`src/rtl/uart_tx_arbiter_pkg.sv`:
```
// Shared definitions for the UART transmit arbiter: FSM encoding, byte width
// and the source-index width helper.
package uart_tx_arbiter_pkg;

  localparam int BYTE_W = 8;

  typedef enum logic [2:0] {
    ST_IDLE  = 3'd0,
    ST_READ  = 3'd1,
    ST_LATCH = 3'd2,
    ST_START = 3'd3,
    ST_WAIT  = 3'd4
  } state_t;

  // Index width for n sources; a single source still needs one bit.
  function automatic int src_w(input int n);
    return (n > 1) ? $clog2(n) : 1;
  endfunction

endpackage

```
`src/rtl/uart_tx_arbiter_rr_pick.sv`:
```
// Combinational round-robin picker: scans last+1, last+2, ... modulo N_SRC and
// returns the first requesting index.
module rr_pick
  import uart_tx_arbiter_pkg::*;
#(
  parameter int N_SRC = 2,
  parameter int SRC_W = src_w(N_SRC)
) (
  input  logic [N_SRC-1:0] req,
  input  logic [SRC_W-1:0] last,
  output logic [SRC_W-1:0] idx,
  output logic             any
);

  // Constant-index compares keep the scan free of variable bit-selects.
  always_comb begin
    idx = last;
    any = 1'b0;
    for (int k = 1; k <= N_SRC; k++) begin
      for (int s = 0; s < N_SRC; s++) begin
        if (!any && req[s] && (s == ((int'(last) + k) % N_SRC))) begin
          any = 1'b1;
          idx = SRC_W'(s);
        end
      end
    end
  end

endmodule

```
`src/rtl/uart_tx_arbiter.sv`:
```
// Shares one UART transmitter between N_SRC byte FIFOs with round-robin
// arbitration and an optional per-grant burst lock.
module uart_tx_arbiter
  import uart_tx_arbiter_pkg::*;
#(
  parameter int N_SRC = 2,
  parameter int BURST = 1,
  parameter int SRC_W = src_w(N_SRC)
) (
  input  logic                    clk,
  input  logic                    rst,
  input  logic [N_SRC-1:0]        buf_empty,
  output logic [N_SRC-1:0]        rd_en,
  input  logic [BYTE_W*N_SRC-1:0] buf_out,
  input  logic                    TxD_busy,
  output logic                    TxD_start,
  output logic [BYTE_W-1:0]       TxD_data,
  output logic [SRC_W-1:0]        grant_idx,
  output logic                    active,
  output state_t                  dbg_state
);

  localparam int CNT_W = src_w(BURST);

  state_t             r_state, w_state_nxt;
  logic [SRC_W-1:0]   r_grant, w_grant_nxt;
  logic [SRC_W-1:0]   r_last, w_last_nxt;
  logic [CNT_W-1:0]   r_burst_cnt, w_burst_nxt;
  logic               r_wait_first;
  logic [BYTE_W-1:0]  r_data;
  logic [N_SRC-1:0]   w_req;
  logic [N_SRC-1:0]   w_gnt_onehot;
  logic [BYTE_W-1:0]  w_sel_byte;
  logic [SRC_W-1:0]   w_pick_idx;
  logic               w_any;
  logic               w_gnt_empty;
  logic               w_burst_more;

  assign w_req = ~buf_empty;

  rr_pick #(
    .N_SRC (N_SRC),
    .SRC_W (SRC_W)
  ) u_pick (
    .req  (w_req),
    .last (r_last),
    .idx  (w_pick_idx),
    .any  (w_any)
  );

  always_comb begin
    w_gnt_onehot = '0;
    w_sel_byte   = '0;
    for (int s = 0; s < N_SRC; s++) begin
      if (r_grant == SRC_W'(s)) begin
        w_gnt_onehot[s] = 1'b1;
        w_sel_byte      = buf_out[s*BYTE_W +: BYTE_W];
      end
    end
  end

  assign w_gnt_empty  = |(buf_empty & w_gnt_onehot);
  assign w_burst_more = (int'(r_burst_cnt) < (BURST - 1));

  // Handshake with the transmitter: TxD_start is a one-cycle request that is
  // never acknowledged directly; TxD_busy rises one cycle later and the byte is
  // done when it falls, so the first WAIT cycle ignores TxD_busy.
  always_comb begin
    w_state_nxt = r_state;
    w_grant_nxt = r_grant;
    w_last_nxt  = r_last;
    w_burst_nxt = r_burst_cnt;
    case (r_state)
      ST_IDLE: begin
        if (!TxD_busy && w_any) begin
          w_grant_nxt = w_pick_idx;
          w_burst_nxt = '0;
          w_state_nxt = ST_READ;
        end
      end
      ST_READ:  w_state_nxt = ST_LATCH;
      ST_LATCH: w_state_nxt = ST_START;
      ST_START: w_state_nxt = ST_WAIT;
      ST_WAIT: begin
        if (!r_wait_first && !TxD_busy) begin
          if (w_burst_more && !w_gnt_empty) begin
            w_burst_nxt = r_burst_cnt + 1'b1;
            w_state_nxt = ST_READ;
          end else begin
            w_last_nxt  = r_grant;
            w_burst_nxt = '0;
            w_state_nxt = ST_IDLE;
          end
        end
      end
      default: w_state_nxt = ST_IDLE;
    endcase
  end

  always_ff @(posedge clk) begin
    if (!rst) begin
      r_state      <= ST_IDLE;
      r_grant      <= '0;
      r_last       <= SRC_W'(N_SRC - 1);
      r_burst_cnt  <= '0;
      r_wait_first <= 1'b0;
      r_data       <= '0;
    end else begin
      r_state      <= w_state_nxt;
      r_grant      <= w_grant_nxt;
      r_last       <= w_last_nxt;
      r_burst_cnt  <= w_burst_nxt;
      r_wait_first <= (r_state == ST_START);
      if (r_state == ST_LATCH) begin
        r_data <= w_sel_byte;
      end
    end
  end

  assign rd_en     = (r_state == ST_READ) ? w_gnt_onehot : '0;
  assign TxD_start = (r_state == ST_START);
  assign TxD_data  = r_data;
  assign grant_idx = r_grant;
  assign active    = (r_state != ST_IDLE);
  assign dbg_state = r_state;

endmodule
```
`config.mk`:
```
export PLATFORM = sky130hd
export DESIGN_NAME = uart_tx_arbiter
export DESIGN_NICKNAME = d
export VERILOG_FILES = /design/src/rtl/uart_tx_arbiter_pkg.sv /design/src/rtl/uart_tx_arbiter_rr_pick.sv /design/src/rtl/uart_tx_arbiter.sv
export SDC_FILE = /design/constraint.sdc
export NUM_CORES = 1
export LEC_CHECK = 0
export ABC_AREA = 1
export BUFFER_PORTS_ARGS = -buffer_cell sky130_fd_sc_hd__buf_2
export CORE_MARGIN = 3
export CORE_UTILIZATION = 40
export CTS_CLUSTER_DIAMETER = 40
export DETAILED_ROUTE_END_ITERATION = 10
export GPL_TIMING_DRIVEN = 0
export PLACE_DENSITY = 0.73
export SYNTH_ARGS = -nofsm -noshare
export SYNTH_HDL_FRONTEND = slang
export SYNTH_SLANG_ARGS = --single-unit
```
`constraint.sdc`:
```
create_clock -name clk -period 2 [get_ports clk]
set_input_delay 0.1 -clock clk [delete_from_list [all_inputs] [get_ports clk]]
set_output_delay 0.1 -clock clk [all_outputs]
set_load 0.005 [all_outputs]
```
==> results of run 1 <==
[placed cells by master, fill, tap and decap left out]
cell type / n
nand2_4: 1
inv_2: 1
dfxtp_1: 14
o21ai_1: 2
buf_4: 1
clkinv_4: 1
clkbuf_1: 1
nand3_1: 4
clkbuf_4: 3
o21ai_0: 6
nor2_2: 2
inv_1: 9
a21oi_1: 4
buf_2: 36
nand3b_1: 1
nand2_1: 34
nor2_1: 25
[power by group]
group          internal, mW  switching, mW  total, mW
Sequential            0.311         0.0239      0.335
Clock                0.0697         0.0885      0.158
Combinational        0.0915          0.114      0.205
Total                 0.472          0.226      0.698
[cell families (layout without fill, tap and decap cells)]
group                  Yosys count  in the layout  share of synthesized area, %
AND/OR/NAND/NOR                 67             67                         40.67
flip-flops                      14             14                         41.79
AO/OA/AOI/OAI                   12             12                         8.956
buffers and inverters           13             52                         8.581
[how the worst min path moves through the flow]
stage | from | depth (start not counted) | to
6_report | rst | 3 | r_wait_first$_SDFF_PN0_
5_1_grt | rst | 3 | dbg_state[2]$_SDFFE_PN0P_
4_1_cts | rst | 3 | dbg_state[2]$_SDFFE_PN0P_
3_5_place_dp | rst | 3 | dbg_state[1]$_SDFFE_PN0P_
3_3_place_gp | rst | 3 | r_wait_first$_SDFF_PN0_
2_1_floorplan | rst | 2 | r_wait_first$_SDFF_PN0_
[metal layers]
| metal | share of wire [%] | wire length (um) | track usage [%] |
|---|---|---|---|
| met5 | 0 | 0 | 0 |
| met4 | 1.4 | 23 | 6.630 |
| met3 | 8.6 | 137 | 3.448 |
| met2 | 49 | 778 | 27.91 |
| met1 | 41 | 661 | 18.01 |
[registers in the layout (all words and copies together) (netlist names)]
register and count:
r_last 1, TxD_data 8, dbg_state 3, grant_idx 1
r_wait_first 1
[layout make-up]
class                           instances  area, um2
Fill cell                             181      648.1
Multi-Input combinational cell         79      332.8
Sequential cell                        14      280.3
Buffer                                  2      11.26
Inverter                               11      46.29
Clock buffer                            3      22.52
Tap cell                               16      20.02
Timing Repair Buffer                   36      180.2
[worst max-delay path, delay by kind of cell, from the launching register on]
kind / cells / cell delay [ps]
buffers and inverters: 2 / 190
flip-flops: 1 / 480
AND/OR/NAND/NOR: 2 / 180
[metrics by stage]
stage	utilization [%]	std cells	worst slack [ps]
6_report	57.95	161	767.3
4_1_cts	57.95	161	748.9
2_1_floorplan	-	106	1082
3_5_place_dp	56.49	158	1011
5_1_grt	57.95	161	624.5
3_3_place_gp	56.49	158	1027
==> implementation parameters, run 1 <==
Parameter                              Value

STA
  Finish-stage setup viols ... 0
  Clock Skews ... 0.6186 ps
  Share of the clock period used by the worst path ... 61.64%
  Hold Slack ... 136.6 ps
  Setup repair after global routing missed its margin ... no
  Pins Over Slew Limit ... 0
  Number of hold violations in the final report ... 0
  Worst relative slew slack ... 73.73%
  Upper clock frequency limit ... 811.2 MHz
  Minimum clock period after layout ... 1233 ps
  Accumulated negative setup slack ... 0 ps
  Actual transition at the worst max-transition pin ... 394.0 ps

Critical path
  R2R depth ... 4
  Timing endpoint of the critical path ... rd_en[1]
  Critical path fanouts, max ... 6
  Reg2Reg Launch Point ... dbg_state[2]$_SDFFE_PN0P_
  Launch point of the critical path ... dbg_state[1]$_SDFFE_PN0P_
  Endpoint of the worst register-to-register path ... TxD_data[5]$_SDFFE_PN0N_
  Required time at the worst-slack endpoint ... 1900 ps
  Sort of element at the start of the critical path ... flop
  Data arrival time of the worst path ... 1130 ps
  Slowest stage cell, crit path ... dfxtp_1
  Register-to-Register Setup Slack ... 1000 ps
  Type of destination of the critical path ... output port
  Worst setup path category ... reg2out
  Delay of the slowest critical-path stage ... 480 ps
  CP cell instances ... inv_1 -> nand3_1 -> nor2_1 -> buf_2

CTS
  Later-pin clock latency in the skew report ... 270 ps
  Register clock-pin slew on the reported worst setup and hold paths ... 80 ps
  TritonCTS clock tree ... yes
  CTS H-tree depth ... 1
  Count of clock tree sinks ... 14
  Post-CTS resize count ... 0
  Number of setup buffers added after CTS ... 0
  Maximum root-to-sink buffer count ... 2
  Quantity of hold-fixing buffers added after cts ... 0
  CTS Root Buffer Type ... clkbuf_4
  Number of CTS-inserted buffers ... 3

Synth
  Sequential element share of the synthesized area ... 41.79%
  Number of warnings reported in the yosys synthesis log ... 0
  Cell types occupying the most area after synthesis ... dfxtp_1 42%, nand2_1 19%, nor2_1 14%
  Post-Synthesis Cells ... 106
  Share of synthesized registers carrying an async set or reset ... 0%
  Syn_area_per_cell ... 6.327 um2
  Yosys top cell by area ... dfxtp_1
  Seq cells post-synth ... 14
  Post-synth top cells ... 34 x nand2_1, 25 x nor2_1, 14 x dfxtp_1, 9 x inv_1, 6 x o21ai_0
  Most used flip-flop cell after synthesis ... dfxtp_1
  Most common cell in the netlist ... nand2_1
  Post-synth cell types ... 15
  Post-synth top area share ... 41.79%
  Count of flip-flops with a built-in enable after synthesis ... 0
  Post-synthesis instance area ... 670.6 um2
  Mapped Nets ... 127

Global route
  Antenna violations before repair ... 0
  Total grt overflow ... 0
  Maximum number of pins on one net before global-route repair ... 11
  Wire length of the first global-routing pass ... 2497 um
  Via count of the first global-routing pass ... 645
  Total GRT Usage ... 15.73%

Pwr
  PwrDens ... 781.8 nW/um2
  Leakage power ... 0.5239 nW
  Maximum resistive drop on vdd ... 0.4177 mV
  Overall power consumption ... 0.6984 mW

Floorplanning
  Count of pins on the block boundary ... 37
  Std cell rows ... 14
  Die Area ... 2204 um2
  Floorplan core area ... 1541 um2
  Height of the die ... 46.95 um
  Initial cell density of the core ... 43.51%
  Chip width ... 46.95 um

Flow run
  Max Cap Violations ... 0

Finish
  Final std cell area, no fill ... 893.4 um2
  Number of diodes added for antenna fixing ... 0
  Share of final-layout standard cells stronger than drive strength 1 ... 31.03%
  Area Growth Syn to Fin ... 33.21%
  Number of nets at the end of the flow ... 168

Placement
  Final RePlAce weighted congestion ... 0.8009
  Placed wire-length estimate ... 1224 um
  Count of input and output buffers ... 36
  Area of placed instances ... 870.8 um2

Drt
  Drt drc ... 0
  Number of routed nets with antenna violations ... 0
  Total number of vias ... 757
  Starting DRC count in detailed routing ... 5
  Average wire per cell in the routed design ... 9.938 um
  Number of optimization iterations in the first detailed-route pass ... 2
  Mean number of vias per cell ... 4.702
  Post-Route WL ... 1600 um

Run status
  Status ... finished clean

Worst hold path
  Type of the tightest min-delay check ... in2reg
Power figures use the tool's default switching activity.
==> inputs of run 2 (changes only) <==
Settings changed: CORE_UTILIZATION 40 to 38.
Clock period 2 ns to 1.1 ns, I/O delays scaled along.
==> run 2 against run 1 <==
Against the previous run:
- final cell count is 1.2% higher
- die area is 4.6% higher
- final area is 4.6% higher
- core utilization is 1.3 points higher
- largest cell class unchanged
- worst hold slack worse by 66 ps
==> implementation parameters, run 2 (synthesis results as in run 1) <==
Parameter                              Value

CTS
  Later-pin clock latency in the skew report ... 270 ps (about the same)
  Register clock-pin slew on the reported worst setup and hold paths ... 80 ps (about the same)
  Count of clock tree sinks ... 14 (unchanged)
  Maximum root-to-sink buffer count ... 2 (unchanged)
  Quantity of hold-fixing buffers added after cts ... 0 (unchanged)
  CTS H-tree depth ... 1 (unchanged)
  TritonCTS clock tree ... yes (unchanged)
  CTS Root Buffer Type ... clkbuf_4 (unchanged)
  Number of CTS-inserted buffers ... 3 (unchanged)

Pwr
  Net switching power figure ... 0.4170 mW (was 0.2263 mW)
  Share of power burned in the clock network ... 21.5% (was 22.7%)
  Share of power burned in registers ... 47.4% (was 47.9%)
  Maximum resistive drop on vdd ... 0.7395 mV (was 0.4177 mV)
  PwrDens ... 1391 nW/um2 (was 781.8 nW/um2)
  Cell-internal power ... 0.8828 mW (was 0.4721 mW)
  Net Sw Frac ... 32.08% (was 32.41%)
  Combinational fraction of design power ... 31.1% (was 29.4%)
  Leakage power ... 0.5397 nW (was 0.5239 nW)

STA
  Share of the clock period used by the worst path ... 96.26%
  Finish-stage setup viols ... 0 (unchanged)
  Worst relative slew slack ... 75.43% (was 73.73%)
  Pins Over Slew Limit ... 0 (unchanged)
  Setup repair after global routing missed its margin ... yes (was no)
  Clock Skews ... 3.346 ps (was 0.6186 ps)
  Minimum clock period after layout ... 1059 ps
  Upper clock frequency limit ... 944.4 MHz
  Actual transition at the worst max-transition pin ... 368.6 ps (was 394.0 ps)
  Hold Slack ... 70.51 ps (was 136.6 ps)
  Number of hold violations in the final report ... 0 (unchanged)

Finish
  Number of flip-flops in the largest register ... 8 (unchanged)
  Share of final-layout standard cells stronger than drive strength 1 ... 37.41% (was 31.03%)
  Storage cell area ... 291.5 um2 (was 280.3 um2)
  Number of filler instances in the final layout ... 171 (was 181)
  Most common library cell in the layout ignoring fill and taps ... buf_2 (unchanged)
  Final std cell area, no fill ... 934.6 um2 (was 893.4 um2)
  Number of diodes added for antenna fixing ... 0 (unchanged)
  Number of nets at the end of the flow ... 170 (was 168)
  Area Growth Syn to Fin ... 39.37% (was 33.21%)
  Commonest cells after routing, fill and taps aside ... 36 x buf_2, 33 x nand2_1, 25 x nor2_1 (was 36 x buf_2, 34 x nand2_1, 25 x nor2_1)
  Multi-input logic area ... 345.3 um2 (was 332.8 um2)

Floorplanning
  Die Area ... 2305 um2 (was 2204 um2)
  Chip width ... 48.01 um (was 46.95 um)
  Std cell rows ... 14 (unchanged)
  Height of the die ... 48.01 um (was 46.95 um)
  Floorplan core area ... 1577 um2 (was 1541 um2)
  Initial cell density of the core ... 42.54% (was 43.51%)
  Count of pins on the block boundary ... 37 (unchanged)

Critical path
  Required time at the worst-slack endpoint ... 1040 ps (was 1900 ps)
  Type of destination of the critical path ... output port (unchanged)
  Reg2Reg Launch Point ... dbg_state[2]$_SDFFE_PN0P_ (unchanged)
  Delay of the slowest critical-path stage ... 370 ps (was 480 ps)
  Sort of element at the start of the critical path ... flop (unchanged)
  Data arrival time of the worst path ... 1000 ps (was 1130 ps)
  Critical path fanouts, max ... 4 (was 6)
  Worst setup path category ... reg2out (unchanged)
  Launch point of the critical path ... dbg_state[2]$_SDFFE_PN0P_ (was dbg_state[1]$_SDFFE_PN0P_)
  CP cell instances ... inv_4 -> nand3_2 -> nor2_1 -> buf_2 (was inv_1 -> nand3_1 -> nor2_1 -> buf_2)
  Slowest stage cell, crit path ... dfxtp_4 (was dfxtp_1)

Global route
  Via count of the first global-routing pass ... 530 (was 645)
  Total grt overflow ... 0 (unchanged)
  Maximum number of pins on one net before global-route repair ... 11 (unchanged)
  Wire length of the first global-routing pass ... 2173 um (was 2497 um)
  Total GRT Usage ... 13.63% (was 15.73%)
  Antenna violations before repair ... 0 (unchanged)

Drt
  Mean number of vias per cell ... 4.546 (was 4.702)
  Number of routed nets with antenna violations ... 0 (unchanged)
  Post-Route WL ... 1576 um (was 1600 um)
  Starting DRC count in detailed routing ... 8 (was 5)
  Drt drc ... 0 (unchanged)
  Average wire per cell in the routed design ... 9.669 um (was 9.938 um)
  Number of optimization iterations in the first detailed-route pass ... 4 (was 2)
  Total number of vias ... 741 (was 757)

Placement
  Final RePlAce weighted congestion ... 0.7247 (was 0.8009)
  Placed wire-length estimate ... 1180 um (was 1224 um)
  Count of input and output buffers ... 36 (unchanged)
  Area of placed instances ... 870.8 um2 (unchanged)

Run status
  Status ... finished clean (unchanged)

Worst hold path
  Type of the tightest min-delay check ... in2reg (unchanged)
  Hold path startpoint ... rst (unchanged)

Flow run
  Max Cap Violations ... 0 (unchanged)
run 2: cell count changes in the layout (fill, tap and decap cells not counted), moves of 2 or more:
cell,change
dfxtp_1,-3
inv_1,-3
buf_4,+2
dfxtp_4,+3
inv_2,+2
run 2: path summary, 6_finish.rpt:
check	end	slack, ps	depth (start not counted)
max	rd_en[1]	40	4
min	dbg_state[2]$_SDFFE_PN0P_	70	3
max reg2reg	TxD_data[6]$_SDFFE_PN0N_	90	4
min reg2reg	r_last$_SDFFE_PN1P_	480	2
run 2: worst max-delay path: cells and delay by family, from the launching register on:
kind	cells	cell delay [ps]
and+or+nand+nor	2	180
buffers and inverters	2	170
DFF	1	370
run 2: stage by stage:
| stage | instances | power, mW | utilization (%) | setup WS [ps] | setup TNS, ps |
|---|---|---|---|---|---|
| 6_report | 163 | 1.300 | 59.29 | 41.13 | 0 |
| 5_1_grt | 163 | 1.412 | 59.29 | -29.23 | -87.08 |
| 4_1_cts | 163 | 1.314 | 58.33 | -16.52 | -24.40 |
| 3_5_place_dp | 158 | 0.9979 | 55.24 | 95.88 | 0 |
| 3_3_place_gp | 158 | 0.9923 | 55.24 | 124.2 | 0 |
| 2_1_floorplan | 106 | 0.8482 | - | 182.3 | 0 |
run 2: metal layers:
layer | up-vias | part of all wire [%] | GRT usage, %
li1 | 407 | - | -
met1 | 308 | 46 | 15.33
met2 | 24 | 45 | 22.69
met3 | 2 | 8.1 | 3.759
met4 | 0 | 0.76 | 8.065
met5 | - | 0 | 0
run 2: timing repair:
action,in CTS,in global routing
pin swaps,1,3
cloned,0,0
hold endpoints to repair,0,0
resized for setup,6,8
setup endpoints to repair,4,4
setup buffers,2,0
run 2: power groups by stage:
stage                     sequential [mW]  clock (mW)  combinational [mW]
final                               0.617       0.279               0.404
after CTS                           0.613       0.296               0.405
after detailed placement            0.620           0               0.378
after global placement              0.619           0               0.373
after floorplan                     0.626           0               0.222
after global routing                0.626       0.322               0.465
run 2: layout make-up:
class | count | area share (%)
clock buffer | 3 | 2.410
multi-input combinational | 79 | 36.95
timing repair buffer | 38 | 20.88
sequential | 14 | 31.19
tap | 16 | 2.142
buffer | 2 | 1.205
inverter | 11 | 5.221
